--- config.mk ---
export PLATFORM = sky130hd
export DESIGN_NAME = ex_stage
export DESIGN_NICKNAME = d
export VERILOG_FILES = /design/src/rtl/mips_pkg.sv /design/src/rtl/fwd_unit.sv /design/src/rtl/ex_stage.sv
export SDC_FILE = /design/constraint.sdc
export NUM_CORES = 1
export LEC_CHECK = 0
export BUFFER_PORTS_ARGS = -buffer_cell sky130_fd_sc_hd__clkbuf_2
export CAP_MARGIN = 20
export CORE_ASPECT_RATIO = 1.4
export CORE_UTILIZATION = 60
export DETAILED_ROUTE_END_ITERATION = 10
export PLACE_DENSITY_LB_ADDON = 0.15
export SLEW_MARGIN = 20
export SYNTH_ARGS = -nofsm -noshare
export SYNTH_HDL_FRONTEND = slang
export SYNTH_SLANG_ARGS = --single-unit
export TNS_END_PERCENT = 30
--- constraint.sdc ---
create_clock -name clk -period 17.3 [get_ports clk]
set_clock_uncertainty 0.15 [all_clocks]
set_input_delay 0.865 -clock clk [delete_from_list [all_inputs] [get_ports clk]]
set_output_delay 0.865 -clock clk [all_outputs]
set_load 0.01 [all_outputs]
--- src/rtl/mips_pkg.sv ---
// Shared encodings for the MIPS execute stage:
// ALUOp, ALU control, funct codes and control-bundle bit positions.
package mips_pkg;

   localparam logic [1:0] ALUOP_ADD   = 2'b00;
   localparam logic [1:0] ALUOP_SUB   = 2'b01;
   localparam logic [1:0] ALUOP_FUNCT = 2'b10;
   localparam logic [1:0] ALUOP_ADDI  = 2'b11;

   typedef enum logic [3:0] {
      ALU_AND = 4'b0000,
      ALU_OR  = 4'b0001,
      ALU_ADD = 4'b0010,
      ALU_SUB = 4'b0110,
      ALU_SLT = 4'b0111
   } alu_ctl_e;

   localparam logic [5:0] FN_ADD = 6'b100000;
   localparam logic [5:0] FN_SUB = 6'b100010;
   localparam logic [5:0] FN_AND = 6'b100100;
   localparam logic [5:0] FN_OR  = 6'b100101;
   localparam logic [5:0] FN_SLT = 6'b101010;

   localparam int WB_REGWRITE = 1;
   localparam int WB_MEMTOREG = 0;
   localparam int MEM_BRANCH  = 2;
   localparam int MEM_READ    = 1;
   localparam int MEM_WRITE   = 0;
   localparam int EX_REGDST   = 3;
   localparam int EX_ALUSRC   = 2;
   localparam int EX_OP_MSB   = 1;
   localparam int EX_OP_LSB   = 0;

   typedef enum logic [1:0] {
      FWD_RAW   = 2'b00,
      FWD_MEMWB = 2'b01,
      FWD_EXMEM = 2'b10
   } fwd_sel_e;

endpackage

--- src/rtl/fwd_unit.sv ---
// EX-hazard forwarding select; the EX/MEM source
// always beats MEM/WB and register $0 never forwards.
module fwd_unit
   import mips_pkg::*;
#(
   parameter int FWD_EN = 1
) (
   input  logic [4:0] rs_idx,
   input  logic [4:0] rt_idx,
   input  logic       exmem_regwrite,
   input  logic [4:0] exmem_rd,
   input  logic       memwb_regwrite,
   input  logic [4:0] memwb_rd,
   output fwd_sel_e   fwd_a,
   output fwd_sel_e   fwd_b
);

   logic ex_a, ex_b, wb_a, wb_b;

   assign ex_a = (FWD_EN != 0) && exmem_regwrite
              && (exmem_rd == rs_idx) && (rs_idx != 5'd0);
   assign ex_b = (FWD_EN != 0) && exmem_regwrite
              && (exmem_rd == rt_idx) && (rt_idx != 5'd0);
   assign wb_a = (FWD_EN != 0) && memwb_regwrite && !ex_a
              && (memwb_rd == rs_idx) && (rs_idx != 5'd0);
   assign wb_b = (FWD_EN != 0) && memwb_regwrite && !ex_b
              && (memwb_rd == rt_idx) && (rt_idx != 5'd0);

   always_comb begin
      fwd_a = FWD_RAW;
      fwd_b = FWD_RAW;
      unique case (1'b1)
         ex_a:    fwd_a = FWD_EXMEM;
         wb_a:    fwd_a = FWD_MEMWB;
         default: fwd_a = FWD_RAW;
      endcase
      unique case (1'b1)
         ex_b:    fwd_b = FWD_EXMEM;
         wb_b:    fwd_b = FWD_MEMWB;
         default: fwd_b = FWD_RAW;
      endcase
   end

endmodule

--- src/rtl/ex_stage.sv ---
// MIPS execute stage: ALU control, ALU, branch target,
// forwarding and the EX/MEM pipeline register.
module ex_stage
   import mips_pkg::*;
#(
   parameter int DW     = 32,
   parameter int FWD_EN = 1
) (
   input  logic          clk,
   input  logic          rst,
   input  logic          stall,
   input  logic          flush,
   input  logic [1:0]    wb_in,
   input  logic [2:0]    mem_in,
   input  logic [3:0]    ex_in,
   input  logic [DW-1:0] npc,
   input  logic [DW-1:0] readdat1,
   input  logic [DW-1:0] readdat2,
   input  logic [DW-1:0] sign_ext,
   input  logic [4:0]    rs_idx,
   input  logic [4:0]    rt_idx,
   input  logic [4:0]    rd_idx,
   input  logic          memwb_regwrite,
   input  logic [4:0]    memwb_rd,
   input  logic [DW-1:0] memwb_wdata,
   output logic [1:0]    wb_out,
   output logic [2:0]    mem_out,
   output logic [DW-1:0] branch_target,
   output logic          zero,
   output logic [DW-1:0] alu_result,
   output logic [DW-1:0] store_data,
   output logic [4:0]    dest_reg
);

   alu_ctl_e      alu_ctl;
   fwd_sel_e      fwd_a, fwd_b;
   logic [DW-1:0] op_a, rt_val, op_b, alu_y, br_tgt;
   logic [4:0]    dst;

   // EX/MEM source is the registered output, so a held
   // (stalled) result is what gets forwarded.
   fwd_unit #(.FWD_EN(FWD_EN)) u_fwd (
      .rs_idx         (rs_idx),
      .rt_idx         (rt_idx),
      .exmem_regwrite (wb_out[WB_REGWRITE]),
      .exmem_rd       (dest_reg),
      .memwb_regwrite (memwb_regwrite),
      .memwb_rd       (memwb_rd),
      .fwd_a          (fwd_a),
      .fwd_b          (fwd_b)
   );

   always_comb begin
      alu_ctl = ALU_ADD;
      unique case (ex_in[EX_OP_MSB:EX_OP_LSB])
         ALUOP_SUB: alu_ctl = ALU_SUB;
         ALUOP_FUNCT: begin
            case (sign_ext[5:0])
               FN_SUB:  alu_ctl = ALU_SUB;
               FN_AND:  alu_ctl = ALU_AND;
               FN_OR:   alu_ctl = ALU_OR;
               FN_SLT:  alu_ctl = ALU_SLT;
               default: alu_ctl = ALU_ADD;
            endcase
         end
         default: alu_ctl = ALU_ADD;
      endcase
   end

   always_comb begin
      op_a = readdat1;
      unique case (fwd_a)
         FWD_EXMEM: op_a = alu_result;
         FWD_MEMWB: op_a = memwb_wdata;
         default:   op_a = readdat1;
      endcase
      rt_val = readdat2;
      unique case (fwd_b)
         FWD_EXMEM: rt_val = alu_result;
         FWD_MEMWB: rt_val = memwb_wdata;
         default:   rt_val = readdat2;
      endcase
      op_b = ex_in[EX_ALUSRC] ? sign_ext : rt_val;
   end

   always_comb begin
      alu_y = op_a + op_b;
      unique case (alu_ctl)
         ALU_AND: alu_y = op_a & op_b;
         ALU_OR:  alu_y = op_a | op_b;
         ALU_SUB: alu_y = op_a - op_b;
         ALU_SLT: alu_y = {{(DW-1){1'b0}},
                           $signed(op_a) < $signed(op_b)};
         default: alu_y = op_a + op_b;
      endcase
   end

   assign br_tgt = npc + (sign_ext << 2);
   assign dst    = ex_in[EX_REGDST] ? rd_idx : rt_idx;

   always_ff @(posedge clk or posedge rst) begin
      if (rst) begin
         wb_out        <= '0;
         mem_out       <= '0;
         branch_target <= '0;
         zero          <= 1'b0;
         alu_result    <= '0;
         store_data    <= '0;
         dest_reg      <= '0;
      end else if (flush || !stall) begin
         wb_out        <= flush ? 2'b00 : wb_in;
         mem_out       <= flush ? 3'b000 : mem_in;
         branch_target <= br_tgt;
         zero          <= (alu_y == '0);
         alu_result    <= alu_y;
         store_data    <= rt_val;
         dest_reg      <= dst;
      end
   end

endmodule

==> Word-level counts from Yosys, hierarchy flattened <==
Index checks and enable logic that the tools add are counted.
{ "op_classes": {"multipliers": 0, "addsub": 3, "bitwise_logic": 2, "div": 0, "n_mux": 11, "eq_ne": 17, "order_cmp": 1, "shifts": 0, "reduce_logical": 18} }
{ "op_table": {"columns": ["op", "count"], "rows": [
  ["$pmux 32 s2", 2],
  ["$pmux 32 s4", 1],
  ["$add 32x32->32", 2],
  ["$and 32x32->32", 1],
  ["$logic_not 32->1", 1],
  ["$lt 32x32->1", 1],
  ["$mux 32", 1],
  ["$or 32x32->32", 1],
  ["$sub 32x32->32", 1],
  ["$eq 6x6->1 const B", 4],
  ["$eq 5x5->1", 4],
  ["$pmux 3 s4", 1],
  ["$logic_and 1x1->1", 10],
  ["$reduce_bool 5->1", 2],
  ["$eq 4x3->1 const B", 2],
  ["$pmux 2 s2", 2],
  ["$eq 2x1->1 const B", 3],
  ["$eq 2x2->1 const B", 3],
  ["$pmux 3 s2", 1],
  ["$mux 5", 1],
  ["$eq 4x1->1 const B", 1],
  ["$logic_not 4->1", 1],
  ["$logic_not 1->1", 3],
  ["$mux 3", 1],
  ["other kinds (2)", 2]
]} }
{ "totals": {"ram_bits": 0, "ff_bits": 107, "latch_bits": 0, "n_memories": 0, "mem_bits_ro": 0, "wordCells": 59} }

==> Logic depth before layout (Yosys ltp) <==
{ "depth": {"depth_word": 14, "depth_mapped": 25} }

==> Modules after synthesis <==
A second synthesis with hierarchy kept.
{ "hier_totals": {"cells_unflattened": 1669, "hier_area_um2": 12578.3} }
{ "modules_own_cells": {"columns": ["mod", "cells_per_inst", "area_per_inst_um2", "n_inst", "seq_area_each_um2"], "rows": [
  ["ex_stage", 1633, 12299.3, 1, 2677.6],
  ["fwd_unit", 36, 279.0, 1, 0.0]
]} }

==> Least setup slack after synthesis <==
No wires, ideal clock.
{ "synth_timing": {"path_kind": "input to register", "startpoint": "input port rt_idx[0]", "endpoint": "register zero", "t_arrival_ps": 6060, "setup_slack_ps": 10999, "n_path_buf": 2, "stages": 23, "path_cell_list": "or4_1 > nor2_1 > nor4_1 > or4_1 > ha_1 > clkbuf_1 > clkbuf_1 > a21oi_1 > o21ai_0 > ha_1 > inv_1 > fa_1 > a211oi_1 > o31ai_2 > a31o_2 > or2_2 > a21oi_1 > or2_2 > nor4b_2 > nand4_1 > nor4b_2 > nand4_1 > o31ai_2"} }
{ "synth_between": {"elab_chain_len": 14, "elab_cells_between_ends": 21, "cone_classes": "add/sub (2); order compare (1); eq/ne (4); mux (4); bitwise (2); reduce/logical (8)"} }
{ "synth_rtl": {"columns": ["item", "line", "text"], "rows": [
  ["from (decl)", "ex_stage.sv:21", "input logic [4:0] rt_idx,"],
  ["$eq 5x5->1", "fwd_unit.sv:23", "&& (exmem_rd == rt_idx) && (rt_idx != 5'd0);"],
  ["$logic_and 1x1->1 (2 in a row)", "fwd_unit.sv:23", null],
  ["$logic_not 1->1", "fwd_unit.sv:26", "assign wb_b = (FWD_EN != 0) && memwb_regwrite && !ex_b"],
  ["$logic_and 1x1->1", "fwd_unit.sv:26", null],
  ["$logic_and 1x1->1 (2 in a row)", "fwd_unit.sv:27", "&& (memwb_rd == rt_idx) && (rt_idx != 5'd0);"],
  ["$pmux 2 s2 *", "fwd_unit.sv:37", "unique case (1'b1)"],
  ["$eq 2x1->1 or $eq 2x2->1 (tied branches)", "ex_stage.sv:78", "unique case (fwd_b)"],
  ["$pmux 32 s2 *", "ex_stage.sv:78", null],
  ["$mux 32 *", "ex_stage.sv:83", "op_b = ex_in[EX_ALUSRC] ? sign_ext : rt_val;"],
  ["$add 32x32->32 (tied with other cells)", "ex_stage.sv:94", "default: alu_y = op_a + op_b;"],
  ["$pmux 32 s4 *", "ex_stage.sv:88", "unique case (alu_ctl)"],
  ["$logic_not 32->1 *", "ex_stage.sv:114", "zero <= (alu_y == '0);"],
  ["to (signal assigned)", "ex_stage.sv:114", null],
  ["to (decl)", "ex_stage.sv:29", "output logic zero,"]
]} }
Mark *: on every way between the ends. The rest lies on a longest branch, timed or not.
A chain may end at the register's enable or synchronous reset.

==> Worst setup path after layout <==
Ends and elaborated chain as after synthesis.

==> metrics.txt <==
CP required 17420 ps; Nets 2238; Synth top area share 21.4%; post-layout min period 7390 ps; met2 Use GR 72.5%; hold depth 2; Arrival @ worst endpoint 7510 ps; Synth Register Bits 107; vias post-DR 14.5k; post-CTS sizing 0; drt via density 6.66; met3 Use GR 11.6%; Core Region 20500 sq um; largest net degree at the start of global routing 109; worst-margin pin slew 1130 ps; synthesis-to-finish area growth 14.3%; Layout fillers 1801; Routed Antenna Nets 0; final hold vios 0; Synth cell types 96; vias in the first global route 13.7k; worst-path maximum fanout 64; Fmax achieved 135 MHz; syn nets 2015; total wire length 49700 um; GRT met1 Usage 56.6%; Reg2Reg Depth 21; share of cells above drive strength 1 20.2%; Worst setup EP type flop; setup TNS 0 ps; power after layout 0.00107 W; FP Rows 62; DRC Markers 0; Regs by FF count alu_result (32), branch_target (32), store_data (32); Avg WL per Cell 22.9 um; die width 124 um; synth top area cells dfrtp_1 21%, ha_1 13%, o21ai_0 6.7%; critical path type in2reg; most frequent cells in the layout 300 x clkbuf_2, 218 x nand2_1, 167 x o21ai_0; Post-synth top flop dfrtp_1; Overall Global Routing Usage 46.1%; number of port buffers 300; asr flop ratio synth 100%; initial antenna violation count 4; post-synth top area cell dfrtp_1; RSZ-0062 raised after global routing no; mean area per synthesized cell 7.40 sq um; Max clock buf depth 2; YS warnings 0; routability cong. 1.04; Die Y 173 um; max-capacitance violation count 0; startpoint types primary input; DR pass1 iterations 6; Area after DPL 14000 sq um; GRT overflow 0; Skew-Pair Late Insertion Delay 360 ps; max_slew headroom 24.9%; first-pass GRT wire length 75300 um; Worst Hold Class reg2reg; final setup fails 0; CTS Buf Count 9; power per cell area 75.2 nW/um^2; Post-CTS Setup Inserts 0; Worst VDD drop 0.0622 mV; Static Leak 6.72 nW; CTS sink count 107; CTS Hold Bufs 0; max-slew violations 0; CTS tree built; Mapped Area 12500 sq um; final instance area 14300 sq um; Die ar. 21400 sq um; CTS H-tree lvls 3; hpwl dp 38500 um; post-synthesis sequential area ratio 21.4%; Period Utilization, post-route 42.7%; run status finished, final reports clean; number of enable flip-flop cells after synthesis 0; initial DRC count 1816; Mapped Cells 1687; IO Pins 301; Initial Utilization 61.0%; GRT Max-Usage Layer met2; root buf cell clkbuf_16; commonest non-fill, non-tap cell in the layout clkbuf_2; clock slew at reported path FFs 70 ps
## layout make-up
cell class | count | area [sq um] | area share [%]
flip-flops and latches | 107 | 2680 | 18.8
well taps | 256 | 320 | 2.24
inverters | 115 | 434 | 3.04
clock inverters | 3 | 21.3 | 0.149
multi-input cells | 1364 | 8940 | 62.7
clock buffers | 13 | 270 | 1.89
diodes | 3 | 7.51 | 0.0526
repair buffers | 313 | 1600 | 11.2
## path summary, 6_finish.rpt
| kind | slack (ps) | to | start |
|---|---|---|---|
| setup / recovery | 9910 | zero$_DFFE_PP0P_ | rt_idx[0] |
| min in group asynchronous | 380 | store_data[9]$_DFFE_PP0P_ | rst |
| max in group asynchronous | 15260 | branch_target[27]$_DFFE_PP0P_ | rst |
| setup reg to reg | 10500 | zero$_DFFE_PP0P_ | dest_reg[4]$_DFFE_PP0P_ |
| hold reg to reg | 320 | branch_target[0]$_DFFE_PP0P_ | branch_target[0]$_DFFE_PP0P_ |
| hold / removal | 320 | branch_target[0]$_DFFE_PP0P_ | branch_target[0]$_DFFE_PP0P_ |
## per-stage QoR
stage / cells / setup WS [ps] / util (%) / hold WS [ps]
3_3_place_gp: 2155 / 10040 / 68.2 / 300
6_report: 2174 / 9910 / 69.7 / 316
5_1_grt: 2174 / 9730 / 69.7 / 345
2_1_floorplan: 1687 / 11000 / - / 357
4_1_cts: 2171 / 10310 / 69.7 / 321
3_5_place_dp: 2155 / 9980 / 68.2 / 306
## synth_stat cells, drive strengths merged, types with 5 or more instances
library cell and instances:
o211ai 16, xnor2 34, nor4 11, a21o 28, o21a 19, a31oi 18
nor2 160, and2 6, o21bai 12, nand3 25, or4 8, a211oi 20
clkbuf 67, dfrtp 107, nor3 26, or3 10, nand4 16, or2 9
mux2i 10, o22ai 10, a221oi 8, a21oi 142, nor2b 13, xor2 12
nand2b 23, a221o 7, buf 34, o31ai 19, inv 115, and3 5
o21ai 177, o221ai 13, nand2 218, ha 131, o2111ai 5, a22oi 68
a211o 14
## critical path, stage by stage
cell,delay (ps)
clkbuf_2,120
or4_1,530
nor2_1,130
nor4_1,100
or4_1,570
ha_2,340
buf_4,520
nor2_1,170
a21oi_1,230
o21ai_0,200
ha_1,590
o211ai_1,190
a21o_1,250
a211oi_1,410
o21ai_1,250
a21oi_1,540
o21ai_1,190
a31oi_1,230
nand2b_1,130
a2bb2oi_1,460
nand4_1,170
o31ai_2,260
## logic make-up (layout without fill, tap and decap cells)
group,Yosys count,after routing,share of synthesized area [%]
AOI/OAI and AO/OA,620,620,32.9
xor gates and xnor gates,46,46,3.23
adders and majority gates,134,134,13.6
buffers and inverters,216,444,7.14
DFF,107,107,21.4
muxes,14,14,1.16
other,0,3,0
and+or+nand+nor,550,550,20.5
## per-layer routing
metal  routed length, um  vias up
li1                    -     6519
met1               18200     6760
met2               22800      975
met3                5460      213
met4                3260        2
met5                  11        -
## power breakdown
group	switching, W	internal, W
combinational	0.000329	0.000192
clock	0.000101	0.000110
sequential	0.0000492	0.000292
total	0.000480	0.000593
Note: power is estimated with default switching activity, not from simulation.
